--- src/rtl/uart_pkg.sv ---
// rtl/uart_pkg.sv - shared types and helpers for the UART blocks
// Purpose: parity mode and receiver state enums, NCO increment calculation.
// Ports: none (package).
package uart_pkg;

  typedef enum logic [1:0] {
    PAR_NONE,
    PAR_ODD,
    PAR_EVEN
  } parity_e;

  typedef enum logic [2:0] {
    ST_IDLE,
    ST_START,
    ST_DATA,
    ST_PARITY,
    ST_STOP
  } rx_state_e;

  // round(2^width * baud * oversample / clk_freq), kept in 64 bits so the
  // product does not overflow for any sensible width/baud combination.
  function automatic longint unsigned calc_nco_incr(
    input longint unsigned clk_freq,
    input longint unsigned baud,
    input longint unsigned oversample,
    input int unsigned     width
  );
    longint unsigned num;
    num = (64'd1 << width) * baud * oversample;
    return (num + clk_freq / 2) / clk_freq;
  endfunction

endpackage

--- src/rtl/uart_baud_nco.sv ---
// rtl/uart_baud_nco.sv - phase-accumulator oversample tick generator
// Purpose: adds a fixed increment every clock; the carry-out is a one-cycle tick
//   at BAUD_RATE * OVERSAMPLE on average.
// Ports: clk, rst_n (async active-low), tick (one-cycle pulse, registered).
module uart_baud_nco
  import uart_pkg::*;
#(
  parameter int unsigned CLK_FREQ   = 100000000,
  parameter int unsigned BAUD_RATE  = 115200,
  parameter int unsigned OVERSAMPLE = 16,
  parameter int unsigned NCO_WIDTH  = 16
) (
  input  logic clk,
  input  logic rst_n,
  output logic tick
);

  localparam logic [NCO_WIDTH-1:0] INCR = NCO_WIDTH'(calc_nco_incr(
    64'(CLK_FREQ), 64'(BAUD_RATE), 64'(OVERSAMPLE), NCO_WIDTH));

  logic [NCO_WIDTH-1:0] acc;
  logic [NCO_WIDTH:0]   sum;

  assign sum = {1'b0, acc} + {1'b0, INCR};

  always_ff @(posedge clk or negedge rst_n) begin
    if (!rst_n) begin
      acc  <= '0;
      tick <= 1'b0;
    end else begin
      acc  <= sum[NCO_WIDTH-1:0];
      tick <= sum[NCO_WIDTH];
    end
  end

endmodule

--- src/rtl/uart_rx_cfg.sv ---
// rtl/uart_rx_cfg.sv - parametrised UART receiver with error flags and one-entry hold
// Purpose: oversampled receive of DATA_BITS/PARITY/STOP_BITS frames, delivered over
//   a valid/ready handshake; errored frames are delivered with their flags set.
// Ports: clk, rst_n (async active-low); uart_rx serial line (idles high);
//   rdata/rdata_vld/rdata_rdy payload handshake (LSB first bit received);
//   parity_err/frame_err qualify the held payload; overrun_err pulses when a
//   completed frame is dropped because the holding register is full.
// Build option: UART_RX_CFG_MAJORITY_EN selects a 2-of-3 vote around each bit centre.
module uart_rx_cfg
  import uart_pkg::*;
#(
  parameter int unsigned CLK_FREQ   = 100000000,
  parameter int unsigned BAUD_RATE  = 115200,
  parameter int unsigned NCO_WIDTH  = 16,
  parameter int unsigned OVERSAMPLE = 16,
  parameter int unsigned DATA_BITS  = 8,
  parameter string       PARITY     = "ODD",
  parameter int unsigned STOP_BITS  = 1
) (
  input  logic                 clk,
  input  logic                 rst_n,
  input  logic                 uart_rx,
  output logic [DATA_BITS-1:0] rdata,
  output logic                 rdata_vld,
  input  logic                 rdata_rdy,
  output logic                 parity_err,
  output logic                 frame_err,
  output logic                 overrun_err
);

  localparam parity_e PAR_MODE = (PARITY == "NONE") ? PAR_NONE :
                                 ((PARITY == "EVEN") ? PAR_EVEN : PAR_ODD);
  localparam int TW = $clog2(OVERSAMPLE);
  localparam logic [TW-1:0] TCNT_MAX  = TW'(OVERSAMPLE - 1);
  localparam logic [3:0]    LAST_DATA = 4'(DATA_BITS - 1);
  localparam logic [3:0]    LAST_STOP = 4'(STOP_BITS - 1);
`ifdef UART_RX_CFG_MAJORITY_EN
  localparam logic [TW-1:0] SAMPLE_AT = TW'(OVERSAMPLE / 2);
`else
  localparam logic [TW-1:0] SAMPLE_AT = TW'(OVERSAMPLE / 2 - 1);
`endif

  logic tick;

  uart_baud_nco #(
    .CLK_FREQ   (CLK_FREQ),
    .BAUD_RATE  (BAUD_RATE),
    .OVERSAMPLE (OVERSAMPLE),
    .NCO_WIDTH  (NCO_WIDTH)
  ) u_nco (
    .clk   (clk),
    .rst_n (rst_n),
    .tick  (tick)
  );

  (* ASYNC_REG = "TRUE" *) logic [1:0] rx_sync;
  logic rx_s;

  always_ff @(posedge clk or negedge rst_n) begin
    if (!rst_n) rx_sync <= 2'b11;
    else        rx_sync <= {rx_sync[0], uart_rx};
  end
  assign rx_s = rx_sync[1];

  logic bit_val;
`ifdef UART_RX_CFG_MAJORITY_EN
  // hist holds the samples from the two ticks before the commit tick
  logic [1:0] hist;
  always_ff @(posedge clk or negedge rst_n) begin
    if (!rst_n)    hist <= 2'b11;
    else if (tick) hist <= {hist[0], rx_s};
  end
  assign bit_val = (hist[1] & hist[0]) | (hist[1] & rx_s) | (hist[0] & rx_s);
`else
  assign bit_val = rx_s;
`endif

  rx_state_e            state, state_n;
  logic [TW-1:0]        tcnt, tcnt_n;
  logic [3:0]           bcnt, bcnt_n;
  logic [DATA_BITS-1:0] shreg, shreg_n;
  logic                 pe, pe_n, fe, fe_n;
  logic                 done, done_n;
  // armed: line has been seen high since the last start; blocks repeat frames in a break
  logic                 armed, armed_n;
  logic                 sample, par_exp;

  assign sample  = tick && (tcnt == SAMPLE_AT);
  assign par_exp = (PAR_MODE == PAR_EVEN) ? ^shreg : ~^shreg;

  always_ff @(posedge clk or negedge rst_n) begin
    if (!rst_n) begin
      state <= ST_IDLE;
      tcnt  <= '0;
      bcnt  <= '0;
      shreg <= '0;
      pe    <= 1'b0;
      fe    <= 1'b0;
      done  <= 1'b0;
      armed <= 1'b0;
    end else begin
      state <= state_n;
      tcnt  <= tcnt_n;
      bcnt  <= bcnt_n;
      shreg <= shreg_n;
      pe    <= pe_n;
      fe    <= fe_n;
      done  <= done_n;
      armed <= armed_n;
    end
  end

  always_comb begin
    state_n = state;
    tcnt_n  = tcnt;
    bcnt_n  = bcnt;
    shreg_n = shreg;
    pe_n    = pe;
    fe_n    = fe;
    done_n  = 1'b0;
    armed_n = armed | rx_s;
    // Free-running wrap keeps every later sample one full bit after the start
    // centre, so passing the start centre is itself the realignment.
    if (tick && (state != ST_IDLE)) tcnt_n = (tcnt == TCNT_MAX) ? '0 : tcnt + TW'(1);
    unique case (state)
      ST_IDLE: begin
        if (tick && !rx_s && armed) begin
          state_n = ST_START;
          tcnt_n  = '0;
          armed_n = 1'b0;
        end
      end
      ST_START: begin
        if (sample) begin
          if (bit_val) begin
            state_n = ST_IDLE;
          end else begin
            state_n = ST_DATA;
            bcnt_n  = '0;
            pe_n    = 1'b0;
            fe_n    = 1'b0;
          end
        end
      end
      ST_DATA: begin
        if (sample) begin
          shreg_n = {bit_val, shreg[DATA_BITS-1:1]};
          if (bcnt == LAST_DATA) begin
            bcnt_n  = '0;
            state_n = (PAR_MODE == PAR_NONE) ? ST_STOP : ST_PARITY;
          end else begin
            bcnt_n = bcnt + 4'd1;
          end
        end
      end
      ST_PARITY: begin
        if (sample) begin
          pe_n    = (bit_val != par_exp);
          state_n = ST_STOP;
        end
      end
      ST_STOP: begin
        if (sample) begin
          fe_n = fe | ~bit_val;
          if (bcnt == LAST_STOP) begin
            state_n = ST_IDLE;
            done_n  = 1'b1;
          end else begin
            bcnt_n = bcnt + 4'd1;
          end
        end
      end
      default: state_n = ST_IDLE;
    endcase
  end

  always_ff @(posedge clk or negedge rst_n) begin
    if (!rst_n) begin
      rdata       <= '0;
      rdata_vld   <= 1'b0;
      parity_err  <= 1'b0;
      frame_err   <= 1'b0;
      overrun_err <= 1'b0;
    end else begin
      overrun_err <= 1'b0;
      if (done) begin
        if (!rdata_vld || rdata_rdy) begin
          rdata      <= shreg;
          parity_err <= pe;
          frame_err  <= fe;
          rdata_vld  <= 1'b1;
        end else begin
          overrun_err <= 1'b1;
        end
      end else if (rdata_vld && rdata_rdy) begin
        rdata_vld <= 1'b0;
      end
    end
  end

endmodule

--- config.mk ---
export PLATFORM = sky130hd
export DESIGN_NAME = uart_rx_cfg
export DESIGN_NICKNAME = d
export VERILOG_FILES = /design/src/rtl/uart_pkg.sv /design/src/rtl/uart_baud_nco.sv /design/src/rtl/uart_rx_cfg.sv
export SDC_FILE = /design/constraint.sdc
export NUM_CORES = 1
export LEC_CHECK = 0
export BUFFER_PORTS_ARGS = -buffer_cell sky130_fd_sc_hd__buf_4
export CELL_PAD_IN_SITES_DETAIL_PLACEMENT = 0
export CELL_PAD_IN_SITES_GLOBAL_PLACEMENT = 1
export CORE_AREA = 2 2 76 78
export CTS_BUF_LIST = sky130_fd_sc_hd__clkbuf_8
export DETAILED_ROUTE_END_ITERATION = 8
export DIE_AREA = 0 0 78 80
export HOLD_SLACK_MARGIN = 0.1
export PLACE_DENSITY = 0.8
export SLEW_MARGIN = 20
export SYNTH_ARGS = -nofsm -noshare
export SYNTH_HDL_FRONTEND = slang
export SYNTH_HIERARCHICAL = 1
export SYNTH_SLANG_ARGS = --single-unit
export TNS_END_PERCENT = 50
--- constraint.sdc ---
create_clock -name clk -period 2.5 [get_ports clk]
set_input_delay 0.375 -clock clk [delete_from_list [all_inputs] [get_ports clk]]
set_output_delay 0.375 -clock clk [all_outputs]
set_load 0.02 [all_outputs]
# Word-level counts from Yosys, hierarchy flattened
# Index checks and enable logic that the tools add are counted.
[word_totals]
reg_bits = 54
in_bits = 4
out_inout_bits = 12
elab_cells = 99
[op_classes]
add_sub_neg = 3
eq_ne = 18
muxes = 36
bitwise_logic = 3
n_reduce_logical = 23
[ops]
columns = ["cell", "n"]
rows = [
  ["two-way mux 4 bit", 10],
  ["two-way mux 3 bit", 7],
  ["inequality test 2 bit, second input constant", 9],
  ["adder 16 x 11 -> 17 bit, second input constant", 1],
  ["one-hot mux 3 bit (5 select lines)", 1],
  ["two-way mux 1 bit", 14],
  ["one-hot mux 4 bit (3 select lines)", 1],
  ["adder 4 x 1 -> 4 bit, second input constant", 2],
  ["== test 4 x 3 -> 1 bit, second input constant", 2],
  ["AND reduction 4 bit", 2],
  ["XNOR reduction 8 bit", 1],
  ["AND reduction 7 bit", 1],
  ["== test 3 x 2 -> 1 bit, second input constant", 2],
  ["AND reduction 2 bit", 3],
  ["AND reduction 6 bit", 1],
  ["nonzero test 2 bit", 3],
  ["nonzero test 3 bit", 2],
  ["logical AND 1 bit", 5],
  ["== test 4 bit, second input constant", 1],
  ["zero test 4 bit", 1],
  ["one-hot mux 1 bit (2 select lines)", 2],
  ["== test 3 x 1 -> 1 bit, second input constant", 1],
  ["== test 3 bit, second input constant", 1],
  ["zero test 3 bit", 1],
  ["7 further kinds", 9],
]

# Logic depth before layout (Yosys ltp)
[depth]
depth_word = 5
mapped_depth = 6
depth_no_buf = 6

# Hierarchy
# Netlist, hierarchy kept.
[modules_own_cells]
columns = ["mod", "instances", "cells_each", "area_each_um2", "seq_area_each_um2"]
rows = [
  ["uart_rx_cfg", 1, 149, 1765.4, 928.4],
  ["uart_baud_nco", 1, 50, 604.3, 350.3],
]

# Worst setup path before layout
# Ideal clock, no wire load.
[synth_timing]
kind = "register to register"
start = "register bcnt[0]"
end = "register bcnt[3]"
setup_ps = 134
arrival_time_ps = 1583
t_required_ps = 2366
setup_slack_ps = 783
path_stages_with_launch = 7
path_buffers = 0
period_less_slack_ps = 1717
path_cell_list = "dfrtp_1 > inv_1 > ha_1 > or3b_4 > a221oi_2 > or4b_4 > o211ai_2"
[synth_between]
elab_chain_cells = 4
word_cells_on_any_way = 10
classes_between = "1 x add/sub; 2 x eq/ne; 5 x mux; 2 x reduce/logical"
[synth_lines]
columns = ["item", "line", "rtl"]
rows = [
  ["from (decl)", "uart_rx_cfg.sv:80", "logic [3:0] bcnt, bcnt_n;"],
  ["from (signal assigned)", "uart_rx_cfg.sv:104", "bcnt <= bcnt_n;"],
  ["adder 4 x 1 -> 4 bit or == test 4 x 3 -> 1 bit (tied branches)", "uart_rx_cfg.sv:152, uart_rx_cfg.sv:169, uart_rx_cfg.sv:148", ""],
  ["two-way mux 4 bit, on equally long branches", "uart_rx_cfg.sv:165, uart_rx_cfg.sv:148", ""],
  ["two-way mux 4 bit, on equally long branches", "uart_rx_cfg.sv:163, uart_rx_cfg.sv:146", ""],
  ["one-hot mux 4 bit (3 select lines)", "uart_rx_cfg.sv:125", "unique case (state)"],
]
# Parallel ways exist; a longest one is shown, timed or not. The select of a mux whose other input is x is not followed.
# A chain may end at the register's enable or synchronous reset.

# Worst setup path after layout
# Same ends and word-level chain as after synthesis.

==> flow_summary.ini <==
[global_routing]
grt_pass1_wl_mm = 6.768
grt_pass1_vias = 1487
antenna_found_initial = 0
grt_overflow = 0
grt_usage_pct = 13.81
grt_max_degree = 52

[setup_path]
endpoint_kind = flop
critPathKind = reg -> reg
timing.rr.end = bcnt[3]
worstRegToRegCells = 6
arrival_ps = 2030
crit-reg2reg-launch = bcnt[0]
cp_max_fo = 5
cp.required_ps = 2680
ff2ff_setup_slack_ps = 650
cp-start-kind = flop

[timing]
layout_worst_path_cycle_share_pct = 73.96
hold_viol = 0
slew_viol_final = 0
tightest_slew_ps = 620.3
slew_headroom_pct = 58.65
fin_tns_setup_ps = 0
hold_slack_ps = 76.31
period_needed_ps = 1849
fmax_ghz = 0.5408
fin_skew_ps = 10.16
finalSetupViolations = 0
rsz0062_at_grt = false

[pwr]
swShare_pct = 19.48
powerDensity_mw_per_mm2 = 525.4
ir_drop_mv = 0.4012
power.share.clock_pct = 38.9
seqPwrFrac_pct = 59.5
p_sw_uw = 271.2
p_leak_nw = 1.213
internal-power_mw = 1.121
power_frac_comb_pct = 1.6

[routing]
drtIter0Drc = 110
drcViolationCount = 0
wire_per_inst_um = 12.97
wl_mm = 3.748
antenna_left = 0
via_count = 1468
viasPerCell = 5.080
drtPass1Iterations = 4

[clock_network]
clock-sinks = 51
cts_tree = built
path_clk_slew_ps = 90
clockRootBuffer = clkbuf_8
clock_latency_ps = 300
post-cts-setup-buffer-count = 0
cts-resized-gates = 0
numCtsBuffers = 5
ctsLongestPathBuffers = 2
postCtsHoldBufs = 0
htree_levels = 2

[place]
gp_congestion = 0.7837
dpl_cell_area_sq_mm = 0.002547
numPortBuffers = 15
dp_hpwl_mm = 2.580

[finish]
layout.nets = 225
layout_commonest_cell = dfrtp_1
layout_common_cells = 49 x dfrtp_1, 17 x mux2_2, 16 x buf_4
drive_gt1_share_pct = 24.88
stdcell_area_sq_mm = 0.002650
syn2layout_area_growth_pct = 11.83
fillers = 484
antennaDiodeCount = 0

[job]
maxCapViolCount = 0

[outcome]
status = complete, no violations

[floorplanning]
start_util_pct = 43.84
die_area_sq_mm = 0.006240
rows = 27
io_pins = 16
fp.coreArea_sq_mm = 0.005405
fp.dieH_um = 80
die_w_um = 78

[logic_synthesis]
ys_ff_latch = 51
netlist_instances = 199
ys_warn_count = 6
synth.cell_area_sq_mm = 0.002370
syn_nets = 207
ys_types = 52
ys_seq_area_share_pct = 53.96
synth_edf_count = 0
synthArstFlopShare_pct = 100.0
ys.flop_type = dfrtp_1
synth_area_per_cell_sq_um = 11.91

[worst_hold_path]
hold_path.class = in -> async
## registers in the layout, indices dropped and copies added (netlist names), 2 cells and up
signal / cells
bcnt: 4
u_nco/acc: 13
state: 3
rx_sync: 2
tcnt: 4
rdata: 8
shreg: 8
## routing by layer
metal,part of all wire [%],track usage (%)
met2,47,21.90
met1,50,18.37
met4,0,4.737
met3,2.6,3.733
met5,0,0
## metrics by stage
step	utilization (%)	setup slack [ps]	cells	power, mW
after global placement	47.13	670.2	282	0.8685
after floorplan	-	782.9	199	0.8477
after detailed placement	47.13	646.7	282	0.8687
after CTS	49.03	638.3	289	1.411
final	49.03	651.0	289	1.392
after global routing	49.03	525.4	289	1.448
## power groups by stage
stage,registers (mW),logic [mW],clock network [mW]
after floorplan,0.844,0.00353,0
after global placement,0.844,0.0243,0
after detailed placement,0.844,0.0245,0
after CTS,0.828,0.0244,0.558
after global routing,0.828,0.0275,0.592
final,0.828,0.0225,0.542
## Yosys cell counts, drive strengths merged (2+ instances only)
library cell  number  area share, %
nor2              10            1.6
ha                 4            2.1
xor2               5            1.8
dfrtp             49             52
a32o               2           0.84
nand2b             5            1.3
mux2              17            8.1
and3b              2           0.74
nor3b              3            1.6
dfstp              2            2.2
nand4              2           0.53
xnor2             12            4.4
a21oi              9            2.1
inv                9            1.4
nand2             13            2.1
nor2b              2           0.53
or3                2           0.53
a31oi              4            1.1
buf                4            1.2
o21ai             12            2.7
nand4b             2           0.74
nand3              7            1.7
## layout make-up
cell class	instances	area, sq um	share of cell area, %
tap	72	90.09	3.399
clock inverter	2	33.78	1.275
timing repair buffer	16	120.1	4.533
clock buffer	5	68.82	2.597
inverter	9	33.78	1.275
sequential	51	1279	48.25
multi-input combinational	134	1025	38.67
## worst max-delay path, cell delays in order (launching register included)
cell and delay (ps):
dfrtp_1 440, inv_1 80, ha_1 130, or3b_4 390, a221oi_2 410, or4b_4 220
o211ai_2 70
## worst max-delay path by stage
stage	startpoint	endpoint	slack, ps	cells after the start
CTS	bcnt[0]	bcnt[3]	640	6
global placement	bcnt[0]	bcnt[3]	670	6
detailed placement	bcnt[0]	bcnt[3]	650	6
global route	bcnt[1]	bcnt[3]	530	6
finish	bcnt[0]	bcnt[3]	650	6
floorplan	bcnt[0]	bcnt[3]	780	6
## kinds of logic (layout without fill, tap and decap cells)
group	Yosys count	after routing	synth area share, %
and+or+nand+nor	55	55	14.04
DFF	51	51	53.96
AOI/OAI and AO/OA	39	39	11.35
xor gates and xnor gates	18	18	7.233
muxes	18	18	8.500
buffers and inverters	14	32	2.798
adders and majority gates	4	4	2.112
(Power assumes the default switching activity.)
